[src/rtl/alu_pkg.sv]
// Shared types for the sequential ALU: opcode and FSM state encodings plus
// the opcode-group helper that tells the FSM which ops run iteratively.
package alu_pkg;

   typedef enum logic [2:0] {
      OP_ADD  = 3'b000,
      OP_MUL  = 3'b001,
      OP_DIV  = 3'b010,
      OP_SUB  = 3'b011,
      OP_AND  = 3'b100,
      OP_OR   = 3'b101,
      OP_XOR  = 3'b110,
      OP_PASS = 3'b111
   } opcode_t;

   typedef enum logic [1:0] {
      IDLE = 2'd0,
      EXEC = 2'd1,
      DONE = 2'd2
   } state_t;

   // One bit per opcode: set for the ops that use the multi-cycle shift datapath.
   localparam logic [7:0] ITER_OPS = 8'b0000_0110;

   function automatic logic is_iter(opcode_t op);
      return ITER_OPS[op];
   endfunction

endpackage

[src/rtl/alu_iter_core.sv]
// Shared DATA_W-step shift datapath for unsigned MUL (shift-add) and DIV
// (restoring shift-subtract). The hi/lo register pair holds the running
// product for MUL and remainder/quotient for DIV. Result ports carry the
// value produced by the current step, so they are final while done is high
// and the caller can capture them on the same edge the last step retires.
module alu_iter_core
   import alu_pkg::*;
#(
   parameter int DATA_W = 8
) (
   input  logic              clk,
   input  logic              rst_n,
   input  logic              start,
   input  logic              op_div,
   input  logic [DATA_W-1:0] a,
   input  logic [DATA_W-1:0] b,
   output logic              done,
   output logic [DATA_W-1:0] prod_lo,
   output logic [DATA_W-1:0] prod_hi,
   output logic [DATA_W-1:0] quot,
   output logic [DATA_W-1:0] rem
);

   localparam int CNT_W = $clog2(DATA_W + 1);

   logic [DATA_W-1:0] hi_q, hi_d;
   logic [DATA_W-1:0] lo_q, lo_d;
   logic [DATA_W-1:0] b_q;
   logic              div_q;
   logic              busy_q;
   logic [CNT_W-1:0]  cnt_q;
   logic              last_step;

   logic [DATA_W:0]   mul_sum;
   logic [DATA_W:0]   div_sh;
   logic              div_ge;
   logic [DATA_W-1:0] div_sub;

   assign last_step = (cnt_q == CNT_W'(DATA_W - 1));

   // One iteration: MUL adds b into the high half when the multiplier LSB is
   // set and shifts right; DIV shifts the next dividend bit into the
   // remainder and subtracts b when it fits. With b==0 every trial fits, so
   // the quotient fills with ones and the remainder ends up equal to a.
   always_comb begin
      mul_sum = {1'b0, hi_q} + (lo_q[0] ? {1'b0, b_q} : {(DATA_W+1){1'b0}});
      div_sh  = {hi_q, lo_q[DATA_W-1]};
      div_ge  = (div_sh >= {1'b0, b_q});
      div_sub = div_sh[DATA_W-1:0] - b_q;
      if (div_q) begin
         hi_d = div_ge ? div_sub : div_sh[DATA_W-1:0];
         lo_d = {lo_q[DATA_W-2:0], div_ge};
      end else begin
         hi_d = mul_sum[DATA_W:1];
         lo_d = {mul_sum[0], lo_q[DATA_W-1:1]};
      end
   end

   // Load operands on start, then retire one step per cycle until the count runs out.
   always_ff @(posedge clk or negedge rst_n) begin
      if (!rst_n) begin
         hi_q   <= '0;
         lo_q   <= '0;
         b_q    <= '0;
         div_q  <= 1'b0;
         busy_q <= 1'b0;
         cnt_q  <= '0;
      end else if (start) begin
         hi_q   <= '0;
         lo_q   <= a;
         b_q    <= b;
         div_q  <= op_div;
         busy_q <= 1'b1;
         cnt_q  <= '0;
      end else if (busy_q) begin
         hi_q  <= hi_d;
         lo_q  <= lo_d;
         cnt_q <= cnt_q + CNT_W'(1);
         if (last_step) begin
            busy_q <= 1'b0;
         end
      end
   end

   assign done    = busy_q && last_step;
   assign prod_lo = lo_d;
   assign prod_hi = hi_d;
   assign quot    = lo_d;
   assign rem     = hi_d;

endmodule

[src/rtl/alu_seq.sv]
// Handshaked sequential ALU: IDLE/EXEC/DONE FSM, single-cycle arithmetic and
// logic ops, NZCV flags and registered outputs. MUL/DIV run on alu_iter_core.
// Build option: define ALU_SAT_EN to saturate ADD/SUB results on signed
// overflow instead of wrapping.
module alu_seq
   import alu_pkg::*;
#(
   parameter int DATA_W = 8
) (
   input  logic              clk,
   input  logic              rst_n,
   input  logic              in_valid,
   output logic              in_ready,
   input  logic [DATA_W-1:0] a,
   input  logic [DATA_W-1:0] b,
   input  logic [2:0]        opCode,
   input  logic              ci,
   output logic              out_valid,
   input  logic              out_ready,
   output logic [DATA_W-1:0] out,
   output logic [DATA_W-1:0] rem,
   output logic              cero,
   output logic              neg,
   output logic              carry,
   output logic              ovf
);

   localparam int MSB = DATA_W - 1;

   state_t            state_q, state_d;
   opcode_t           op_q, op_d;
   logic              divz_q, divz_d;
   logic              alive_q;
   logic [DATA_W-1:0] out_q, out_d, rem_q, rem_d;
   logic              cero_q, cero_d, neg_q, neg_d, carry_q, carry_d, ovf_q, ovf_d;

   opcode_t           op_in;
   logic              accept;
   logic [DATA_W:0]   add_full, sub_full;
   logic [DATA_W-1:0] sc_wrap, sc_res;
   logic              sc_c, sc_v;

   logic              core_done;
   logic [DATA_W-1:0] core_plo, core_phi, core_quot, core_rem;
   logic [DATA_W-1:0] it_res, it_rem;
   logic              it_c, it_v;

   assign op_in  = opcode_t'(opCode);
   assign accept = in_valid && in_ready;

   alu_iter_core #(.DATA_W(DATA_W)) u_iter (
      .clk     (clk),
      .rst_n   (rst_n),
      .start   (accept && is_iter(op_in)),
      .op_div  (op_in == OP_DIV),
      .a       (a),
      .b       (b),
      .done    (core_done),
      .prod_lo (core_plo),
      .prod_hi (core_phi),
      .quot    (core_quot),
      .rem     (core_rem)
   );

   // Single-cycle results and flags, computed straight from the input operands.
   always_comb begin
      add_full = {1'b0, a} + {1'b0, b} + {{DATA_W{1'b0}}, ci};
      sub_full = {1'b0, a} + {1'b0, ~b} + (DATA_W+1)'(1);
      sc_wrap  = '0;
      sc_c     = 1'b0;
      sc_v     = 1'b0;
      case (op_in)
         OP_ADD: begin
            sc_wrap = add_full[DATA_W-1:0];
            sc_c    = add_full[DATA_W];
            sc_v    = (a[MSB] == b[MSB]) && (sc_wrap[MSB] != a[MSB]);
         end
         OP_SUB: begin
            sc_wrap = sub_full[DATA_W-1:0];
            sc_c    = sub_full[DATA_W];
            sc_v    = (a[MSB] != b[MSB]) && (sc_wrap[MSB] != a[MSB]);
         end
         OP_AND:  sc_wrap = a & b;
         OP_OR:   sc_wrap = a | b;
         OP_XOR:  sc_wrap = a ^ b;
         OP_PASS: sc_wrap = a;
         default: sc_wrap = '0;
      endcase
`ifdef ALU_SAT_EN
      // Overflow direction follows the sign of a for both ADD and SUB.
      if (sc_v) begin
         sc_res = a[MSB] ? {1'b1, {(DATA_W-1){1'b0}}} : {1'b0, {(DATA_W-1){1'b1}}};
      end else begin
         sc_res = sc_wrap;
      end
`else
      sc_res = sc_wrap;
`endif
   end

   // Final MUL/DIV results and flags taken from the core's last step.
   always_comb begin
      if (op_q == OP_DIV) begin
         it_res = core_quot;
         it_rem = core_rem;
         it_c   = 1'b0;
         it_v   = divz_q;
      end else begin
         it_res = core_plo;
         it_rem = '0;
         it_c   = |core_phi;
         it_v   = 1'b0;
      end
   end

   // FSM next state; output registers are only reloaded when entering DONE.
   always_comb begin
      state_d = state_q;
      op_d    = op_q;
      divz_d  = divz_q;
      out_d   = out_q;
      rem_d   = rem_q;
      cero_d  = cero_q;
      neg_d   = neg_q;
      carry_d = carry_q;
      ovf_d   = ovf_q;
      case (state_q)
         IDLE: begin
            if (accept) begin
               op_d   = op_in;
               divz_d = (b == '0);
               if (is_iter(op_in)) begin
                  state_d = EXEC;
               end else begin
                  state_d = DONE;
                  out_d   = sc_res;
                  rem_d   = '0;
                  cero_d  = (sc_res == '0);
                  neg_d   = sc_res[MSB];
                  carry_d = sc_c;
                  ovf_d   = sc_v;
               end
            end
         end
         EXEC: begin
            if (core_done) begin
               state_d = DONE;
               out_d   = it_res;
               rem_d   = it_rem;
               cero_d  = (it_res == '0);
               neg_d   = it_res[MSB];
               carry_d = it_c;
               ovf_d   = it_v;
            end
         end
         DONE: begin
            if (out_ready) begin
               state_d = IDLE;
            end
         end
         default: state_d = IDLE;
      endcase
   end

   // State and output registers; alive_q holds in_ready low until the first edge after reset.
   always_ff @(posedge clk or negedge rst_n) begin
      if (!rst_n) begin
         state_q <= IDLE;
         op_q    <= OP_ADD;
         divz_q  <= 1'b0;
         alive_q <= 1'b0;
         out_q   <= '0;
         rem_q   <= '0;
         cero_q  <= 1'b0;
         neg_q   <= 1'b0;
         carry_q <= 1'b0;
         ovf_q   <= 1'b0;
      end else begin
         state_q <= state_d;
         op_q    <= op_d;
         divz_q  <= divz_d;
         alive_q <= 1'b1;
         out_q   <= out_d;
         rem_q   <= rem_d;
         cero_q  <= cero_d;
         neg_q   <= neg_d;
         carry_q <= carry_d;
         ovf_q   <= ovf_d;
      end
   end

   assign in_ready  = alive_q && (state_q == IDLE);
   assign out_valid = (state_q == DONE);
   assign out       = out_q;
   assign rem       = rem_q;
   assign cero      = cero_q;
   assign neg       = neg_q;
   assign carry     = carry_q;
   assign ovf       = ovf_q;

endmodule

[config.mk]
export PLATFORM = sky130hd
export DESIGN_NAME = alu_seq
export DESIGN_NICKNAME = d
export VERILOG_FILES = /design/src/rtl/alu_pkg.sv /design/src/rtl/alu_iter_core.sv /design/src/rtl/alu_seq.sv
export SDC_FILE = /design/constraint.sdc
export NUM_CORES = 1
export LEC_CHECK = 0
export BUFFER_PORTS_ARGS = -buffer_cell sky130_fd_sc_hd__buf_4
export CORE_MARGIN = 2
export CORE_UTILIZATION = 55
export CTS_CLUSTER_SIZE = 8
export DETAILED_ROUTE_END_ITERATION = 12
export PLACE_DENSITY_LB_ADDON = 0.25
export SLEW_MARGIN = 0
export SYNTH_ARGS = -nofsm -noshare
export SYNTH_HDL_FRONTEND = slang
export SYNTH_SLANG_ARGS = --single-unit
[constraint.sdc]
create_clock -name clk -period 5.7 [get_ports clk]
set_input_delay 0 -clock clk [delete_from_list [all_inputs] [get_ports clk]]
set_output_delay 0 -clock clk [all_outputs]
set_load 0.01 [all_outputs]
==> results of run 1 <==
==> critical path, stage by stage, from the launching register on <==
cell                       delay [ns]
sky130_fd_sc_hd__dfrtp_1         0.49
sky130_fd_sc_hd__and2_1          0.18
sky130_fd_sc_hd__ha_1            0.19
sky130_fd_sc_hd__inv_1           0.06
sky130_fd_sc_hd__fa_1            0.37
sky130_fd_sc_hd__nor2b_1         0.18
sky130_fd_sc_hd__o31a_1          0.16
sky130_fd_sc_hd__a211oi_1        0.06
sky130_fd_sc_hd__a311oi_2        0.39
sky130_fd_sc_hd__nand4_1         0.12
sky130_fd_sc_hd__or4b_1          0.53
sky130_fd_sc_hd__a221o_1         0.34
==> per-layer routing <==
layer	up-vias	GRT usage, %
met3	28	3.96
met1	2110	37.7
li1	2104	-
met5	-	0
met2	167	49.7
met4	0	11.3
==> Yosys cell counts (11+ instances only) <==
| master | n |
|---|---|
| sky130_fd_sc_hd__clkbuf_1 | 24 |
| sky130_fd_sc_hd__a21oi_1 | 24 |
| sky130_fd_sc_hd__nand2_1 | 67 |
| sky130_fd_sc_hd__a211oi_1 | 12 |
| sky130_fd_sc_hd__o21ai_0 | 63 |
| sky130_fd_sc_hd__inv_1 | 51 |
| sky130_fd_sc_hd__mux2i_1 | 15 |
| sky130_fd_sc_hd__ha_1 | 47 |
| sky130_fd_sc_hd__nor3_1 | 14 |
| sky130_fd_sc_hd__dfrtp_1 | 56 |
| sky130_fd_sc_hd__nor2_1 | 43 |
| sky130_fd_sc_hd__nor2b_1 | 11 |
==> cell families after synthesis <==
family,after synthesis,synth area share (%)
buffers and inverters,79,6.71
AND/OR/NAND/NOR,187,18.8
flip-flops,56,29.8
other,1,0.0798
multiplexers,20,4.39
XOR/XNOR,6,1.12
AO/OA/AOI/OAI,168,24.4
adder cells (fa/ha/maj),52,14.6
==> final timing paths <==
kind	start	end	slack, ns
max	u_iter.lo_q[0]	carry	2.52
min	opCode[2]	op_q[2]	0.02
max reg2reg	u_iter.lo_q[0]	carry	2.52
min reg2reg	out[3]	out[3]	0.49
max in group asynchronous	rst_n	out[0]	4.94
min in group asynchronous	rst_n	u_iter.hi_q[1]	0.25
==> state kept, by name, summed over array words and instances, names as in the netlist <==
name	count
u_iter.busy_q	1
carry	1
state_q	2
u_iter.div_q	1
op_q	3
u_iter.hi_q	8
u_iter.cnt_q	4
cero	1
alive_q	1
u_iter.b_q	8
out	8
divz_q	1
ovf	1
u_iter.lo_q	8
rem	8
==> power breakdown <==
part	internal [mW]	switching (mW)
clock network	0.0900	0.150
logic	0.784	1.13
registers	0.579	0.188
total	1.45	1.47
==> final cells by class <==
class                      instances  share of cell area [%]
timing repair buffer              67                    10.3
clock inverter                     3                   0.491
sequential                        56                    26.2
inverter                          51                    3.58
multi-input combinational        434                    55.7
tap                              105                    2.45
clock buffer                       5                    1.29
==> flow_summary.rst, run 1 <==
.. list-table::
   :header-rows: 1

   * - Metric
     - Value
   * - Die span in y
     - 96.4 um
   * - Cell area power density
     - 545 nW/um^2
   * - DR WL/cell
     - 17.8 um
   * - Highest clock rate
     - 0.314 GHz
   * - Max-cap check violation count
     - 0
   * - Register area
     - 1400 um^2
   * - Kind of end point of the critical path
     - flip-flop
   * - Total of cells resized after clock tree synthesis
     - 0
   * - Cell types with the largest area share after synthesis
     - sky130_fd_sc_hd__dfrtp_1 (30%), sky130_fd_sc_hd__ha_1 (13%), sky130_fd_sc_hd__o21ai_0 (6.7%)
   * - Synth warn
     - 0
   * - Setup CP Type
     - flip-flop to flip-flop
   * - Die X
     - 96.4 um
   * - Number of nets still failing antenna checks after routing
     - 0
   * - Number of antenna violations at the first check in global routing
     - 0
   * - Violation count after the first detailed-route iteration
     - 304
   * - Number of cells traversed by the worst register-to-register path
     - 11
   * - Wire length of the first global-routing pass
     - 21000 um
   * - Number of enable-type register cells in the synthesized netlist
     - 0
   * - Worst Path Required
     - 5.92 ns
   * - Residual DRC
     - 0
   * - Area leader, netlist
     - sky130_fd_sc_hd__dfrtp_1
   * - Number of cells after detailed placement
     - 693
   * - Post-layout min period
     - 3.18 ns
   * - Total Wirelength
     - 12800 um
   * - Post-synthesis instance area
     - 4700 um^2
   * - Worst hold path type
     - primary input to flip-flop
   * - Length of routed met2 wiring
     - 6290 um
   * - Core area
     - 8260 um^2
   * - Clock sink count
     - 56
   * - Total GRT Usage
     - 29.2%
   * - Buffers on Ports
     - 45
   * - Most common library cell in the layout ignoring fill and taps
     - sky130_fd_sc_hd__nand2_1
   * - Vias in the first global route
     - 4285
   * - Final hold vios
     - 0
   * - Cells on Worst Hold Path
     - 2
   * - Boundary pin count
     - 46
   * - Combined area of the multi-input logic cells
     - 2980 um^2
   * - Count of distinct cell types in the synthesized netlist
     - 68
   * - Number of standard cells in the layout, taps in and fillers out
     - 721
   * - Number of rows created at floorplan
     - 33
   * - Ant. Diodes
     - 0
   * - Via count of the routed design
     - 4409
   * - Min Hold Slack
     - 0.0206 ns
   * - Primary FF master, synth
     - sky130_fd_sc_hd__dfrtp_1
   * - FF+latch count, synth
     - 56
   * - Share of synthesized area occupied by flip-flops and latches
     - 29.8%
   * - Maximum net fanout on the critical path
     - 10
   * - Sort of element at the start of the critical path
     - flip-flop
   * - Vias per Instance
     - 6.12
   * - Instance area after placement
     - 5060 um^2
   * - Post-layout total power
     - 2.92 mW
   * - Clock-pin slew reported for the worst setup and hold paths after clock tree synthesis
     - 0.12 ns
   * - Total gr overflow
     - 0
   * - Fill cell total of the finished layout
     - 739
   * - Async SR Flop Fraction
     - 100%
   * - Layout-stage area growth over the synthesis result
     - 14.0%
   * - Clock insertion delay at the later pin of the skew report
     - 0.32 ns
   * - Initial Util
     - 56.9%
   * - Die outline area
     - 9300 um^2
   * - Result of the run
     - finished clean
   * - Static leakage
     - 2.44 nW
   * - Met3 wirelength from detailed routing
     - 709 um
   * - Post-synth top area share
     - 29.8%
   * - Worst Slack Setup Final
     - 2.52 ns
   * - Clock tree skew after final layout
     - 0.0114 ns
   * - Period utilisation layout
     - 55.9%
   * - Accumulated negative setup slack
     - 0 ns
   * - Post-route standard cell area excluding fillers
     - 5350 um^2
   * - First-pass DRT Iterations
     - 5
   * - Placer congestion estimate
     - 0.927
   * - Most frequent cells in the layout
     - sky130_fd_sc_hd__nand2_1 (67), sky130_fd_sc_hd__o21ai_0 (63), sky130_fd_sc_hd__dfrtp_1 (56), sky130_fd_sc_hd__inv_1 (51)
   * - Final core occ
     - 64.8%
   * - Syn nets
     - 645
   * - Arr. time, crit path
     - 3.40 ns
   * - TritonCTS clock tree
     - done
   * - Cell at the root of the clock tree
     - sky130_fd_sc_hd__clkbuf_8
   * - Uppermost layer routed
     - met4
   * - Post-DP HPWL
     - 9750 um
   * - Detailed-route wire length on metal 1
     - 5450 um
   * - Setup Viol. Count Final
     - 0
   * - Worst max-slew margin expressed relative to the limit
     - 27.1%
   * - Mean cell area of the mapped netlist
     - 8.26 um^2
   * - Fin nets
     - 691
   * - Unrepaired setup endpoints after global routing
     - no
   * - H-tree levels
     - 2
   * - Pre-CTS setup slack
     - 2.49 ns
   * - Fraction of layout cells with a size suffix above 1
     - 12.3%
   * - Count of mapped cells out of synthesis
     - 569
   * - Post-cts hold buffer count
     - 20
   * - Pin count of the biggest net entering global routing
     - 57
   * - Max Slew Vio Count
     - 0
   * - Number of CTS-inserted buffers
     - 5
   * - Clock Path Buffers
     - 2
   * - Worst slew pin tran
     - 1.09 ns
   * - Buffers inserted by post-CTS timing repair
     - 0
   * - Peak supply drop
     - 0.000191 V
Note: power is estimated with default switching activity, not from simulation.
==> run 2, diff against run 1 <==
==> constraint.sdc (replaced) <==
create_clock -name clk -period 3 [get_ports clk]
set_input_delay 0 -clock clk [delete_from_list [all_inputs] [get_ports clk]]
set_output_delay 0 -clock clk [all_outputs]
set_load 0.01 [all_outputs]
==> run 2 against run 1 <==
Setup slack worse by 2.5 ns. Sequential share of layout area is 1.3 points lower. Clock skew is 0.0045 ns lower. Critical path type unchanged. Critical endpoint unchanged. Largest cell class unchanged.
==> flow_summary.rst, run 2 (synthesis gave the netlist of run 1 again) <==
.. list-table::
   :header-rows: 1

   * - Metric
     - Value
   * - Result of the run
     - finished clean
   * - Kind of end point of the critical path
     - flip-flop
   * - H-tree levels
     - 2
   * - Post-route standard cell area excluding fillers
     - 5640 um^2
   * - Number of rows created at floorplan
     - 33
   * - Clock Path Buffers
     - 2
   * - Cell area power density
     - 1090 nW/um^2
   * - Total GRT Usage
     - 30.0%
   * - Clock sink count
     - 56
   * - Clock tree skew after final layout
     - 0.00692 ns
   * - Switching share of total power
     - 48.4%
   * - Maximum net fanout on the critical path
     - 4
   * - Maximum single-stage delay on the critical path
     - 0.49 ns
   * - Cell at the root of the clock tree
     - sky130_fd_sc_hd__clkbuf_8
   * - Vias per Instance
     - 6.16
   * - Count of buffering cells on the critical path with inverters included
     - 1
   * - Wire length of the first global-routing pass
     - 21300 um
   * - Cell with the largest stage delay on the worst path
     - sky130_fd_sc_hd__or4b_4
   * - Most frequent cells in the layout
     - sky130_fd_sc_hd__buf_4 (70), sky130_fd_sc_hd__nand2_1 (66), sky130_fd_sc_hd__o21ai_0 (61), sky130_fd_sc_hd__dfrtp_1 (55), sky130_fd_sc_hd__inv_1 (51)
   * - Most common library cell in the layout ignoring fill and taps
     - sky130_fd_sc_hd__buf_4
   * - Period utilisation layout
     - 98.2%
   * - Min Hold Slack
     - 0.0243 ns
   * - Worst hold path type
     - primary input to flip-flop
   * - Vias in the first global route
     - 4278
   * - Critical Path, Cell by Cell
     - and2_4, ha_2, inv_1, fa_2, nor2b_2, o31a_1, a211oi_1, a311oi_2, nand4_1, or4b_4, a221o_1
   * - Total Wirelength
     - 13600 um
   * - Clock insertion delay at the later pin of the skew report
     - 0.32 ns
   * - Peak supply drop
     - 0.000482 V
   * - Static leakage
     - 2.58 nW
   * - Number of CTS-inserted buffers
     - 5
   * - Final hold vios
     - 0
   * - Max Slew Vio Count
     - 0
   * - Number of cells after detailed placement
     - 713
   * - Pin count of the biggest net entering global routing
     - 57
   * - Setup Viol. Count Final
     - 0
   * - Boundary pin count
     - 46
   * - Number of standard cells in the layout, taps in and fillers out
     - 745
   * - Total gr overflow
     - 0
   * - Clock-pin slew reported for the worst setup and hold paths after clock tree synthesis
     - 0.11 ns
   * - Share of power burned in registers
     - 22.9%
   * - Worst max-slew margin expressed relative to the limit
     - 50.6%
   * - DR WL/cell
     - 18.2 um
   * - Switching power
     - 2.97 mW
   * - Buffers on Ports
     - 45
   * - Die X
     - 96.4 um
   * - Core area
     - 8260 um^2
   * - Post-layout total power
     - 6.15 mW
   * - Number of nets still failing antenna checks after routing
     - 0
   * - Setup CP Type
     - flip-flop to flip-flop
   * - Cell-internal power
     - 3.17 mW
   * - Kind of cell adding the most delay to the critical path
     - simple AND/OR/NAND/NOR gates
   * - Highest clock rate
     - 0.339 GHz
   * - Post-DP HPWL
     - 10300 um
   * - Layout-stage area growth over the synthesis result
     - 20.0%
   * - Fill cell total of the finished layout
     - 680
   * - Die span in y
     - 96.4 um
   * - Instance area after placement
     - 5210 um^2
   * - Placer congestion estimate
     - 0.940
   * - Residual DRC
     - 0
   * - Die outline area
     - 9300 um^2
   * - Sort of element at the start of the critical path
     - flip-flop
   * - Number of antenna violations at the first check in global routing
     - 0
   * - Worst Path Required
     - 3.21 ns
   * - Relative contribution of combinational cells to total power
     - 69.8%
   * - Worst slew pin tran
     - 0.741 ns
   * - Critical Path Start
     - u_iter.lo_q[0]
   * - Arr. time, crit path
     - 3.16 ns
   * - Clock network power share
     - 7.4%
   * - First-pass DRT Iterations
     - 5
   * - Initial Util
     - 56.9%
   * - Max-cap check violation count
     - 0
   * - Startpoint of the most critical register-to-register path
     - u_iter.lo_q[0]
   * - Fraction of layout cells with a size suffix above 1
     - 18.8%
   * - Fin nets
     - 715
   * - Ant. Diodes
     - 0
   * - Violation count after the first detailed-route iteration
     - 302
   * - Via count of the routed design
     - 4586
   * - Post-layout min period
     - 2.95 ns
   * - Min-Delay Startpoint
     - opCode[2]
   * - TritonCTS clock tree
     - done
[run 2: path summary, 6_finish.rpt]
check	endpoint	slack, ns	cells past startpoint
worst max-delay path	carry	0.05	11
worst min-delay path	op_q[2]	0.02	2
worst max register to register	carry	0.05	11
worst min register to register	out[5]	0.49	2
max in group asynchronous	u_iter.hi_q[0]	2.19	2
min in group asynchronous	u_iter.b_q[3]	0.28	2
[run 2: repair_timing]
action / CTS / global route
hold endpoints to repair: 75 / 0
cloned: 0 / 0
endpoints found under the setup margin: 1 / 1
resized for setup: 2 / 22
buffers inserted: 2 / 2
hold buffers: 20 / 0
pin swaps: 0 / 10
[run 2: metrics by stage]
| step | TNS (ns) | setup slack [ns] | util, % |
|---|---|---|---|
| 2_1_floorplan | 0 | 0.211 | - |
| 3_3_place_gp | 0 | 0.0489 | 63.1 |
| 3_5_place_dp | -0.0448 | -0.0448 | 63.1 |
| 4_1_cts | 0 | 0.0189 | 66.8 |
| 5_1_grt | -0.0601 | -0.0601 | 68.3 |
| 6_report | 0 | 0.0529 | 68.3 |
[run 2: metal layers]
metal	routed length, um	share of wire [%]	track usage (%)	vias to the layer above
li1	-	-	-	2168
met1	5500	41	38.1	2177
met5	0	0	0	-
met2	6750	50	51.9	198
met4	552	4.1	12.1	0
met3	756	5.6	3.57	43
[run 2: layout make-up]
type | count | area [um^2] | share of cell area (%)
clock buffer | 5 | 68.8 | 1.22
clock inverter | 3 | 25.0 | 0.444
inverter | 51 | 191 | 3.39
multi-input combinational | 434 | 3080 | 54.7
sequential | 56 | 1400 | 24.9
tap | 105 | 131 | 2.33
timing repair buffer | 91 | 737 | 13.1
[run 2: power groups by stage]
stage                     registers (mW)  clock network (mW)  logic [mW]
after floorplan                     1.36                   0        2.67
after global placement              1.39                   0        3.79
after detailed placement            1.41                   0        3.88
after CTS                           1.39               0.456        3.94
after global routing                1.44               0.491        4.71
final                               1.40               0.454        4.29
